==> config.mk <==
export PLATFORM = sky130hd
export DESIGN_NAME = spi_reg_cmd_parser_flat
export DESIGN_NICKNAME = d
export VERILOG_FILES = /design/src/rtl/spi_reg_cmd_parser_pkg.sv /design/src/rtl/spi_reg_cmd_parser_if.sv /design/src/rtl/spi_reg_cmd_parser_sync_2ff.sv /design/src/rtl/spi_reg_cmd_parser.sv /design/src/flat_wrapper.sv
export SDC_FILE = /design/constraint.sdc
export NUM_CORES = 1
export LEC_CHECK = 0
export CORE_MARGIN = 2
export CORE_UTILIZATION = 40
export CTS_CLUSTER_SIZE = 28
export DETAILED_ROUTE_END_ITERATION = 8
export PLACE_DENSITY_LB_ADDON = 0.2
export SLEW_MARGIN = 20
export SYNTH_ARGS = -nofsm -noshare
export SYNTH_HDL_FRONTEND = slang
export SYNTH_SLANG_ARGS = --single-unit
==> constraint.sdc <==
create_clock -name i_Clk -period 5.09 [get_ports i_Clk]
set_clock_uncertainty 0.05 [all_clocks]
set_input_delay 1.018 -clock i_Clk [delete_from_list [all_inputs] [get_ports i_Clk]]
set_output_delay 1.018 -clock i_Clk [all_outputs]
set_load 0.005 [all_outputs]
==> src/rtl/spi_reg_cmd_parser_pkg.sv <==
// Shared types and constants for the SPI register command parser.
// Status-byte helper is used only when SPI_REG_STATUS_EN is defined.
package spi_reg_pkg;

  typedef enum logic [1:0] {
    ST_CMD     = 2'd0,
    ST_WRITE   = 2'd1,
    ST_READ    = 2'd2,
    ST_DISCARD = 2'd3
  } state_e;

  localparam int         CMD_RD_BIT  = 7;
  localparam logic [7:0] TX_WR_FILL  = 8'h00;
  localparam logic [7:0] TX_ERR_FILL = 8'hFF;

  localparam int STAT_ERR_BIT = 7;
  localparam int STAT_CNT_LSB = 0;
  localparam int STAT_CNT_W   = 4;

  function automatic logic [7:0] status_byte(input logic err,
                                             input logic [STAT_CNT_W-1:0] cnt);
    logic [7:0] b;
    b = 8'h00;
    b[STAT_ERR_BIT] = err;
    b[STAT_CNT_LSB +: STAT_CNT_W] = cnt;
    return b;
  endfunction

endpackage

==> src/rtl/spi_reg_cmd_parser_if.sv <==
// Byte-stream and write/error strobe bundle between the SPI slave side and the parser.
interface spi_reg_cmd_parser_if #(
  parameter int ADDR_W = 4
);
  logic              i_RX_DV;
  logic [7:0]        i_RX_Byte;
  logic              o_TX_DV;
  logic [7:0]        o_TX_Byte;
  logic              o_Wr_Stb;
  logic [ADDR_W-1:0] o_Wr_Addr;
  logic [7:0]        o_Wr_Data;
  logic              o_Err_Stb;

  modport slave (
    input  i_RX_DV, i_RX_Byte,
    output o_TX_DV, o_TX_Byte, o_Wr_Stb, o_Wr_Addr, o_Wr_Data, o_Err_Stb
  );

  modport master (
    output i_RX_DV, i_RX_Byte,
    input  o_TX_DV, o_TX_Byte, o_Wr_Stb, o_Wr_Addr, o_Wr_Data, o_Err_Stb
  );
endinterface

==> src/rtl/spi_reg_cmd_parser_sync_2ff.sv <==
// Generic two-flop synchronizer; both flops reset to RST_VAL.
module sync_2ff #(
  parameter logic RST_VAL = 1'b1
) (
  input  logic clk,
  input  logic rst_n,
  input  logic d,
  output logic q
);
  logic meta_q;
  logic sync_q;

  always_ff @(posedge clk or negedge rst_n) begin
    if (!rst_n) begin
      meta_q <= RST_VAL;
      sync_q <= RST_VAL;
    end else begin
      meta_q <= d;
      sync_q <= meta_q;
    end
  end

  assign q = sync_q;
endmodule

==> src/rtl/spi_reg_cmd_parser.sv <==
// Command/register layer behind an SPI slave: decodes cmd+data bytes, owns the register bank.
// Define SPI_REG_STATUS_EN to load a status byte into the slave at every CS fall.
module spi_reg_cmd_parser
  import spi_reg_pkg::*;
#(
  parameter  int NUM_REGS = 16,
  localparam int ADDR_W   = $clog2(NUM_REGS)
) (
  input  logic                  i_Clk,
  input  logic                  i_Rst_L,
  input  logic                  i_SPI_CS_n,
  spi_reg_cmd_parser_if.slave   bus,
  output logic [NUM_REGS*8-1:0] o_Regs
);

  logic              cs_sync;
  logic              cs_prev_q, cs_prev_d;
  logic              cs_rise;
  state_e            state_q, state_d;
  logic [ADDR_W-1:0] addr_q, addr_d;
  logic [7:0]        regs_q [NUM_REGS];
  logic [7:0]        regs_d [NUM_REGS];
  logic              tx_dv_q, tx_dv_d;
  logic [7:0]        tx_byte_q, tx_byte_d;
  logic              wr_stb_q, wr_stb_d;
  logic [ADDR_W-1:0] wr_addr_q, wr_addr_d;
  logic [7:0]        wr_data_q, wr_data_d;
  logic              err_stb_q, err_stb_d;
  logic              addr_ok;

  sync_2ff #(.RST_VAL(1'b1)) u_cs_sync (
    .clk   (i_Clk),
    .rst_n (i_Rst_L),
    .d     (i_SPI_CS_n),
    .q     (cs_sync)
  );

  assign cs_rise = cs_sync & ~cs_prev_q;
  assign addr_ok = ({1'b0, bus.i_RX_Byte[6:0]} < 8'(NUM_REGS));

`ifdef SPI_REG_STATUS_EN
  logic                  cs_fall;
  logic                  sticky_err_q, sticky_err_d;
  logic [STAT_CNT_W-1:0] frame_cnt_q, frame_cnt_d;
  assign cs_fall = ~cs_sync & cs_prev_q;
`endif

  always_comb begin
    state_d   = state_q;
    addr_d    = addr_q;
    regs_d    = regs_q;
    tx_dv_d   = 1'b0;
    tx_byte_d = tx_byte_q;
    wr_stb_d  = 1'b0;
    wr_addr_d = wr_addr_q;
    wr_data_d = wr_data_q;
    err_stb_d = 1'b0;
    cs_prev_d = cs_sync;

    if (bus.i_RX_DV) begin
      unique case (state_q)
        ST_CMD: begin
          if (!addr_ok) begin
            state_d   = ST_DISCARD;
            err_stb_d = 1'b1;
          end else begin
            state_d = bus.i_RX_Byte[CMD_RD_BIT] ? ST_READ : ST_WRITE;
            addr_d  = bus.i_RX_Byte[ADDR_W-1:0];
          end
        end
        ST_WRITE: begin
          regs_d[addr_q] = bus.i_RX_Byte;
          wr_stb_d       = 1'b1;
          wr_addr_d      = addr_q;
          wr_data_d      = bus.i_RX_Byte;
          addr_d         = addr_q + 1'b1;
        end
        ST_READ:    addr_d = addr_q + 1'b1;
        ST_DISCARD: ;
        default:    ;
      endcase

      // Response is chosen from the post-byte state so reads return the auto-incremented address.
      tx_dv_d = 1'b1;
      unique case (state_d)
        ST_READ:    tx_byte_d = regs_q[addr_d];
        ST_DISCARD: tx_byte_d = TX_ERR_FILL;
        default:    tx_byte_d = TX_WR_FILL;
      endcase
    end

    // Frame end wins over the byte's own transition but not over its side effects.
    if (cs_rise) begin
      state_d = ST_CMD;
      addr_d  = '0;
    end

`ifdef SPI_REG_STATUS_EN
    sticky_err_d = sticky_err_q;
    frame_cnt_d  = frame_cnt_q + (cs_rise ? 1'b1 : 1'b0);
    if (cs_fall && !bus.i_RX_DV) begin
      tx_dv_d      = 1'b1;
      tx_byte_d    = status_byte(sticky_err_q, frame_cnt_q);
      sticky_err_d = 1'b0;
    end
    if (err_stb_d) sticky_err_d = 1'b1;
`endif
  end

  always_ff @(posedge i_Clk or negedge i_Rst_L) begin
    if (!i_Rst_L) begin
      cs_prev_q <= 1'b1;
      state_q   <= ST_CMD;
      addr_q    <= '0;
      regs_q    <= '{default: 8'h00};
      tx_dv_q   <= 1'b0;
      tx_byte_q <= 8'h00;
      wr_stb_q  <= 1'b0;
      wr_addr_q <= '0;
      wr_data_q <= 8'h00;
      err_stb_q <= 1'b0;
    end else begin
      cs_prev_q <= cs_prev_d;
      state_q   <= state_d;
      addr_q    <= addr_d;
      regs_q    <= regs_d;
      tx_dv_q   <= tx_dv_d;
      tx_byte_q <= tx_byte_d;
      wr_stb_q  <= wr_stb_d;
      wr_addr_q <= wr_addr_d;
      wr_data_q <= wr_data_d;
      err_stb_q <= err_stb_d;
    end
  end

`ifdef SPI_REG_STATUS_EN
  always_ff @(posedge i_Clk or negedge i_Rst_L) begin
    if (!i_Rst_L) begin
      sticky_err_q <= 1'b0;
      frame_cnt_q  <= '0;
    end else begin
      sticky_err_q <= sticky_err_d;
      frame_cnt_q  <= frame_cnt_d;
    end
  end
`endif

  genvar gi;
  generate
    for (gi = 0; gi < NUM_REGS; gi++) begin : g_flat
      assign o_Regs[8*gi +: 8] = regs_q[gi];
    end
  endgenerate

  assign bus.o_TX_DV   = tx_dv_q;
  assign bus.o_TX_Byte = tx_byte_q;
  assign bus.o_Wr_Stb  = wr_stb_q;
  assign bus.o_Wr_Addr = wr_addr_q;
  assign bus.o_Wr_Data = wr_data_q;
  assign bus.o_Err_Stb = err_stb_q;

endmodule

==> src/flat_wrapper.sv <==
// flat-port wrapper written by rule: the top's interface ports become plain ports
module spi_reg_cmd_parser_flat import spi_reg_pkg::*;
#(
  parameter  int NUM_REGS = 16,
  localparam int ADDR_W   = $clog2(NUM_REGS)
)
  (i_Clk, i_Rst_L, i_SPI_CS_n, o_Regs, bus_i_RX_DV, bus_i_RX_Byte, bus_o_TX_DV, bus_o_TX_Byte, bus_o_Wr_Stb, bus_o_Wr_Addr, bus_o_Wr_Data, bus_o_Err_Stb);
  spi_reg_cmd_parser_if #(.ADDR_W(4)) bus_i ();
  input  logic i_Clk;
  input  logic i_Rst_L;
  input  logic i_SPI_CS_n;
  output logic [NUM_REGS*8-1:0] o_Regs;
  input wire logic [$bits(bus_i.i_RX_DV)-1:0] bus_i_RX_DV;
  input wire logic [$bits(bus_i.i_RX_Byte)-1:0] bus_i_RX_Byte;
  output wire logic [$bits(bus_i.o_TX_DV)-1:0] bus_o_TX_DV;
  output wire logic [$bits(bus_i.o_TX_Byte)-1:0] bus_o_TX_Byte;
  output wire logic [$bits(bus_i.o_Wr_Stb)-1:0] bus_o_Wr_Stb;
  output wire logic [$bits(bus_i.o_Wr_Addr)-1:0] bus_o_Wr_Addr;
  output wire logic [$bits(bus_i.o_Wr_Data)-1:0] bus_o_Wr_Data;
  output wire logic [$bits(bus_i.o_Err_Stb)-1:0] bus_o_Err_Stb;
  assign bus_i.i_RX_DV = bus_i_RX_DV;
  assign bus_i.i_RX_Byte = bus_i_RX_Byte;
  assign bus_o_TX_DV = bus_i.o_TX_DV;
  assign bus_o_TX_Byte = bus_i.o_TX_Byte;
  assign bus_o_Wr_Stb = bus_i.o_Wr_Stb;
  assign bus_o_Wr_Addr = bus_i.o_Wr_Addr;
  assign bus_o_Wr_Data = bus_i.o_Wr_Data;
  assign bus_o_Err_Stb = bus_i.o_Err_Stb;
  spi_reg_cmd_parser #(.NUM_REGS(NUM_REGS)) u_core (.i_Clk(i_Clk), .i_Rst_L(i_Rst_L), .i_SPI_CS_n(i_SPI_CS_n), .bus(bus_i), .o_Regs(o_Regs));
endmodule
## Word-level counts from Yosys, hierarchy flattened

Index checks and enable logic that the tools add are counted.

- Flip-flop bits (word level): 160
- Input port bits: 12
- Output and inout port bits: 151
- Logic and storage cells: 69

- Add/subtract/negate cells: 1
- $lt $le $gt $ge: 4
- Eq/ne operators: 4
- Muxes and demuxes: 24
- Bitwise logic cells: 4
- Reductions and logical operators: 5

Operators with widths:

| kind | count |
|---|---|
| 128-bit bitwise mux | 1 |
| 8-bit binary-select mux with 4-bit select | 1 |
| 8-bit demux with 4-bit select | 1 |
| 8-bit two-way mux | 3 |
| 4-bit two-way mux | 4 |
| 8-bit one-hot mux with 2 select lines | 1 |
| 2-bit two-way mux | 6 |
| 5-bit >= comparator, second input constant | 2 |
| 4-bit inverter with 5-bit output | 2 |
| 4-bit one-hot mux with 2 select lines | 1 |
| 7-bit by 5-bit less-than comparator with 1-bit output, second input constant | 1 |
| 2-bit == test, second input constant | 3 |
| 1-bit two-way mux | 6 |
| 5-bit by 1-bit less-than comparator with 1-bit output, second input constant | 1 |
| 4-bit by 1-bit adder with 4-bit output, second input constant | 1 |
| 2-bit by 1-bit == test with 1-bit output, second input constant | 1 |
| 2-bit zero test | 1 |
| 2-bit AND reduction | 1 |
| 2-bit nonzero test | 1 |
| 2-bit OR reduction | 1 |
| 1-bit AND | 1 |
| 1-bit logical AND | 1 |
| 1-bit inverter | 1 |

## Longest topological paths before layout

- Depth after elaboration: 9
- Gate-level depth with buffers: 12
- Gate-level depth less buffers: 9

## Hierarchy

A second synthesis with hierarchy kept.

- Cell total of the unflattened synthesis: 607
- Area, all modules: 7447.1 sq um

Modules (own cells, without submodules):

| module | times used | cells each | area each (sq um) | sequential area each (sq um) |
|---|---|---|---|---|
| spi_reg_cmd_parser | 1 | 605 | 7394.6 | 3955.0 |
| sync_2ff | 1 | 2 | 52.6 | 52.6 |

## Worst setup path after synthesis

No wires, ideal clock.

- Path kind: input to register
- Start point: in bus_i_RX_Byte[5]
- End point: reg u_core.tx_byte_q[4], in the netlist u_core.bus.o_TX_Byte[4]
- Arrival: 2.742 ns
- Required time: 4.906 ns
- Slack: 2.164 ns
- Stages: 8
- Cell sequence: clkbuf_1 > o31a_1 > a32o_1 > a211oi_4 > mux2i_1 > a22oi_1 > a221oi_1 > nand4_1

- Cells in the longest elaborated chain, start to end: 9
- Elaborated cells between the ends (all ways): 14
- Classes of those cells: 1 x order compare; 2 x eq/ne; 10 x mux; 1 x bitwise

RTL lines:

| item | line | text |
|---|---|---|
| start: declaration | flat_wrapper.sv:14 | `input wire logic [$bits(bus_i.i_RX_Byte)-1:0] bus_i_RX_Byte;` |
| 7-bit by 5-bit less-than comparator with 1-bit output * | spi_reg_cmd_parser.sv:39 | `assign addr_ok = ({1'b0, bus.i_RX_Byte[6:0]} < 8'(NUM_REGS));` |
| 4-bit two-way mux | spi_reg_cmd_parser.sv:63 | `if (!addr_ok) begin` |
| 4-bit one-hot mux with 2 select lines | spi_reg_cmd_parser.sv:61 | `unique case (state_q)` |
| 4-bit two-way mux | spi_reg_cmd_parser.sv:60 | `if (bus.i_RX_DV) begin` |
| 4-bit inverter with 5-bit output (not written as such) | spi_reg_cmd_parser.sv:86 | `ST_READ: tx_byte_d = regs_q[addr_d];` |
| 8-bit binary-select mux with 4-bit select | spi_reg_cmd_parser.sv:86 |  |
| 8-bit two-way mux (not written as such) (2 in a row) | spi_reg_cmd_parser.sv:86 |  |
| 8-bit one-hot mux with 2 select lines * | spi_reg_cmd_parser.sv:85 | `unique case (state_d)` |
| end signal: assignment | spi_reg_cmd_parser.sv:128 | `tx_byte_q <= tx_byte_d;` |
| end: declaration | spi_reg_cmd_parser.sv:24 | `logic [7:0] tx_byte_q, tx_byte_d;` |

Mark *: on every way between the ends. The rest lies on a longest branch, timed or not. The select of a mux whose other input is x is not followed.
A chain may end at the register's enable or synchronous reset.

## Worst setup path after layout

- Start point: in bus_i_RX_Byte[4]
- End point: reg u_core.tx_byte_q[2], in the netlist u_core.bus.o_TX_Byte[2]

The elaborated chain is that of the path after synthesis.

==> summary.txt <==
Floorplanning
  • Io pins: 163
  • Die Y: 141 um
  • Starting Density: 0.412
  • Core Region: 18,100 um^2
  • Chip width: between 100 and 150 um
  • Cell Rows: 49
  • Die area: 19,800 um^2

STA
  • Final setup vio count: 0
  • Tcrit/Tclk final: 0.792
  • Worst-Margin Slew: 0.831 ns
  • Final hold violation count: 0
  • Setup TNS: 0 ns
  • RSZ-0062 raised after global routing: false
  • FMAX: around 250 MHz
  • Slew HR: 0.443
  • Post-route minimum period: slightly above 4 ns
  • Fin. max-slew vios: 0

Logic synthesis
  • #FFs+latches synth: between 150 and 200
  • Synthesis Warnings: 0
  • Top cell type's share of synthesized area: 0.526
  • Cell Area, Synth: 7470 um^2
  • Synth Area per Inst: 12.8 um^2
  • Syn nets: 602
  • Dominant cell type by area after synthesis: dfrtp_1
  • Register area share after synthesis: 0.536
  • Cells after synthesis: 583
  • Post-synth top flop: dfrtp_1
  • Async SR Flop Fraction: 1.00
  • Synth area leaders: dfrtp_1 53%, mux2_2 19%, mux2i_1 11%, nand2_1 2.6%, o21ai_0 1.5%
  • Distinct cells, synth: 41
  • Post-synth EDFFs: 0

Clock tree
  • CTS buffer count: 17
  • Clock sinks: 160
  • Post-cts resize count: 0
  • H-tree levels: 4
  • Worst-skew pair later-pin latency: 0.42 ns
  • Clock root buffer: clkbuf_16
  • Post-CTS setup buffers: 0
  • CTS clk-pin slew, worst paths: about 0.060 ns
  • Max Buffers Root-to-Sink: 2
  • CTS tree: built
  • # hold bufs at CTS: 0

Setup path
  • CP bufs+invs: 2
  • WS Path Type: in2reg
  • Crit-path max FO: 32
  • Crit path DAT: approximately 4.3 ns
  • Critical path capture point type: flop
  • Required time of the worst setup path: 5.34 ns
  • Crit-path slowest cell: clkdlybuf4s50_1
  • Max incr delay on CP: 0.83 ns
  • Reg2reg start: u_core.state_q[0]
  • CP delay by family, top: buffers and inverters
  • Critical path origin: bus_i_RX_Byte[4]
  • Crit start category: primary input
  • Crit-path cells: clkdlybuf4s50_1, nor4_2, nor2_1, a211oi_4, buf_12, mux2_2, nand2_1, o221ai_1, a2bb2oi_1

Pwr
  • Tot Pwr: 6.03 mW
  • Internal power: 4.01 mW
  • Switching share of total power: 0.336
  • Leak: 4.65 nW
  • VDD IR max: 0.267 mV
  • P_sw: 2.03 mW
  • Logic pwr share: 0.428
  • PD cells: 612 nW/um^2
  • Clock Power Share: 0.200
  • Sequential share of power: 0.372

Routing
  • Via count: 5,434
  • Final ANT Viol Nets: 0
  • DR pass1 iterations: 5
  • WL per Instance: around 22 um
  • DRC errors left: 0
  • Total Wirelength: 21,500 um
  • Iteration-0 DRC Markers: 370
  • Via density: 5.53

Run status
  • Status: finished, final reports clean

GRT
  • Routing usage on met2: 0.354
  • M1 GR Usage: 0.296
  • Largest net degree at the start of global routing: 78
  • GRT busiest layer: met2
  • First-pass GRT wire length: 32,800 um
  • Grt total ovfl: 0
  • Initial antenna violation count: 0
  • GRT Total Usage: 0.218
  • Grt met3 use: 0.0479
  • Vias in the first global route: about 5,600

Layout
  • Diode count: 0
  • Share of cells above drive strength 1: 0.233
  • Nets: 760
  • Fillers: between 1,500 and 2,000
  • Syn-to-layout area delta: 32.0%

Worst hold path
  • Hold WC Path Type: reg2reg
  • Hold Startpoint: u_core.u_cs_sync.meta_q

Place
  • Routability cong.: 0.955
  • Port bufs: roughly 160
  • HPWL Detailed: 15,000 um

Run
  • Max-capacitance violation count: 0
## power by group through the flow
stage	Sequential, mW	Combinational, mW	Clock (mW)
floorplan	2.14	1.27	0
global placement	2.25	2.54	0
detailed placement	2.26	2.59	0
CTS	2.24	2.61	1.23
global route	2.30	2.78	1.29
finish	2.24	2.58	1.21
## path summary, 6_finish.rpt
kind / end / slack (ns) / cells past startpoint
max in group asynchronous: u_core.o_Regs[26] / 3.34 / 2
hold reg to reg: u_core.u_cs_sync.q / 0.31 / 0
min in group asynchronous: u_core.bus.o_Wr_Data[7] / 0.55 / 1
hold / removal: u_core.u_cs_sync.q / 0.31 / 0
setup reg to reg: u_core.bus.o_TX_Byte[2] / 1.90 / 9
setup / recovery: u_core.bus.o_TX_Byte[2] / 1.06 / 9
## layout by cell type (no fill, tap or decap), drive strengths merged, types with 5 or more instances in the layout
cell type,n
dfrtp,157
buf,11
mux2,128
nand2,52
a21oi,9
inv,19
nand3,5
mux2i,80
o21ai,24
o221ai,12
clkbuf,20
a211oi,5
clkdlybuf4s50,161
a2bb2oi,7
ha,7
nor2,12
## cell usage after synthesis, types with 4 or more instances
cell type  number
dfrtp_1       157
mux2_2        128
mux2i_1        80
nand2_1        52
o21ai_0        23
clkbuf_1       18
inv_1          13
nor2_1         12
o221ai_1       12
a21oi_1         9
a2bb2oi_1       7
ha_1            7
nand3_1         5
buf_1           4
buf_4           4
buf_6           4
nor2b_1         4
nor3_1          4
## registers in the layout (all words and copies together), names as in the netlist
name / count
u_core.u_cs_sync.meta_q: 1
u_core.addr_q: 4
u_core.cs_prev_q: 1
u_core.bus.o_Wr_Stb: 1
u_core.bus.o_Wr_Data: 8
u_core.bus.o_TX_DV: 1
u_core.bus.o_TX_Byte: 8
u_core.state_q: 2
u_core.bus.o_Wr_Addr: 4
u_core.u_cs_sync.q: 1
u_core.o_Regs: 128
u_core.bus.o_Err_Stb: 1
## metal layers
| metal | wire length, um | share of wire | vias up |
|---|---|---|---|
| met2 | 10300 | 0.48 | 206 |
| met4 | 361 | 0.017 | 0 |
| li1 | - | - | 2417 |
| met1 | 9660 | 0.45 | 2779 |
| met3 | 1190 | 0.055 | 32 |
| met5 | 0 | 0 | - |
## per-stage QoR
step                      cells  hold slack [ns]  cell area, um^2   util  setup WS (ns)
after detailed placement    951            0.303             9310  0.513          0.691
after CTS                   983            0.315             9870  0.544           1.14
final                       983            0.311             9870  0.544           1.06
after global placement      951            0.301             9310  0.513          0.852
after global routing        983            0.318             9870  0.544          0.915
after floorplan             583            0.295             7470      -           2.16
## cell type report
type,instances,area (um^2),share of cell area
flip-flops and latches,160,4010,0.406
well taps,229,287,0.0290
inverters,14,52.6,0.00533
multi-input cells,376,3240,0.328
clock inverters,12,100,0.0101
repair buffers,172,1720,0.175
clock buffers,20,457,0.0463
## cell families after synthesis
kind of cell	share of synthesized area
compound gates	0.0658
fa+ha+maj	0.0117
buf+inv	0.0301
flops	0.536
mux	0.300
simple gates	0.0561
(Power assumes the default switching activity.)
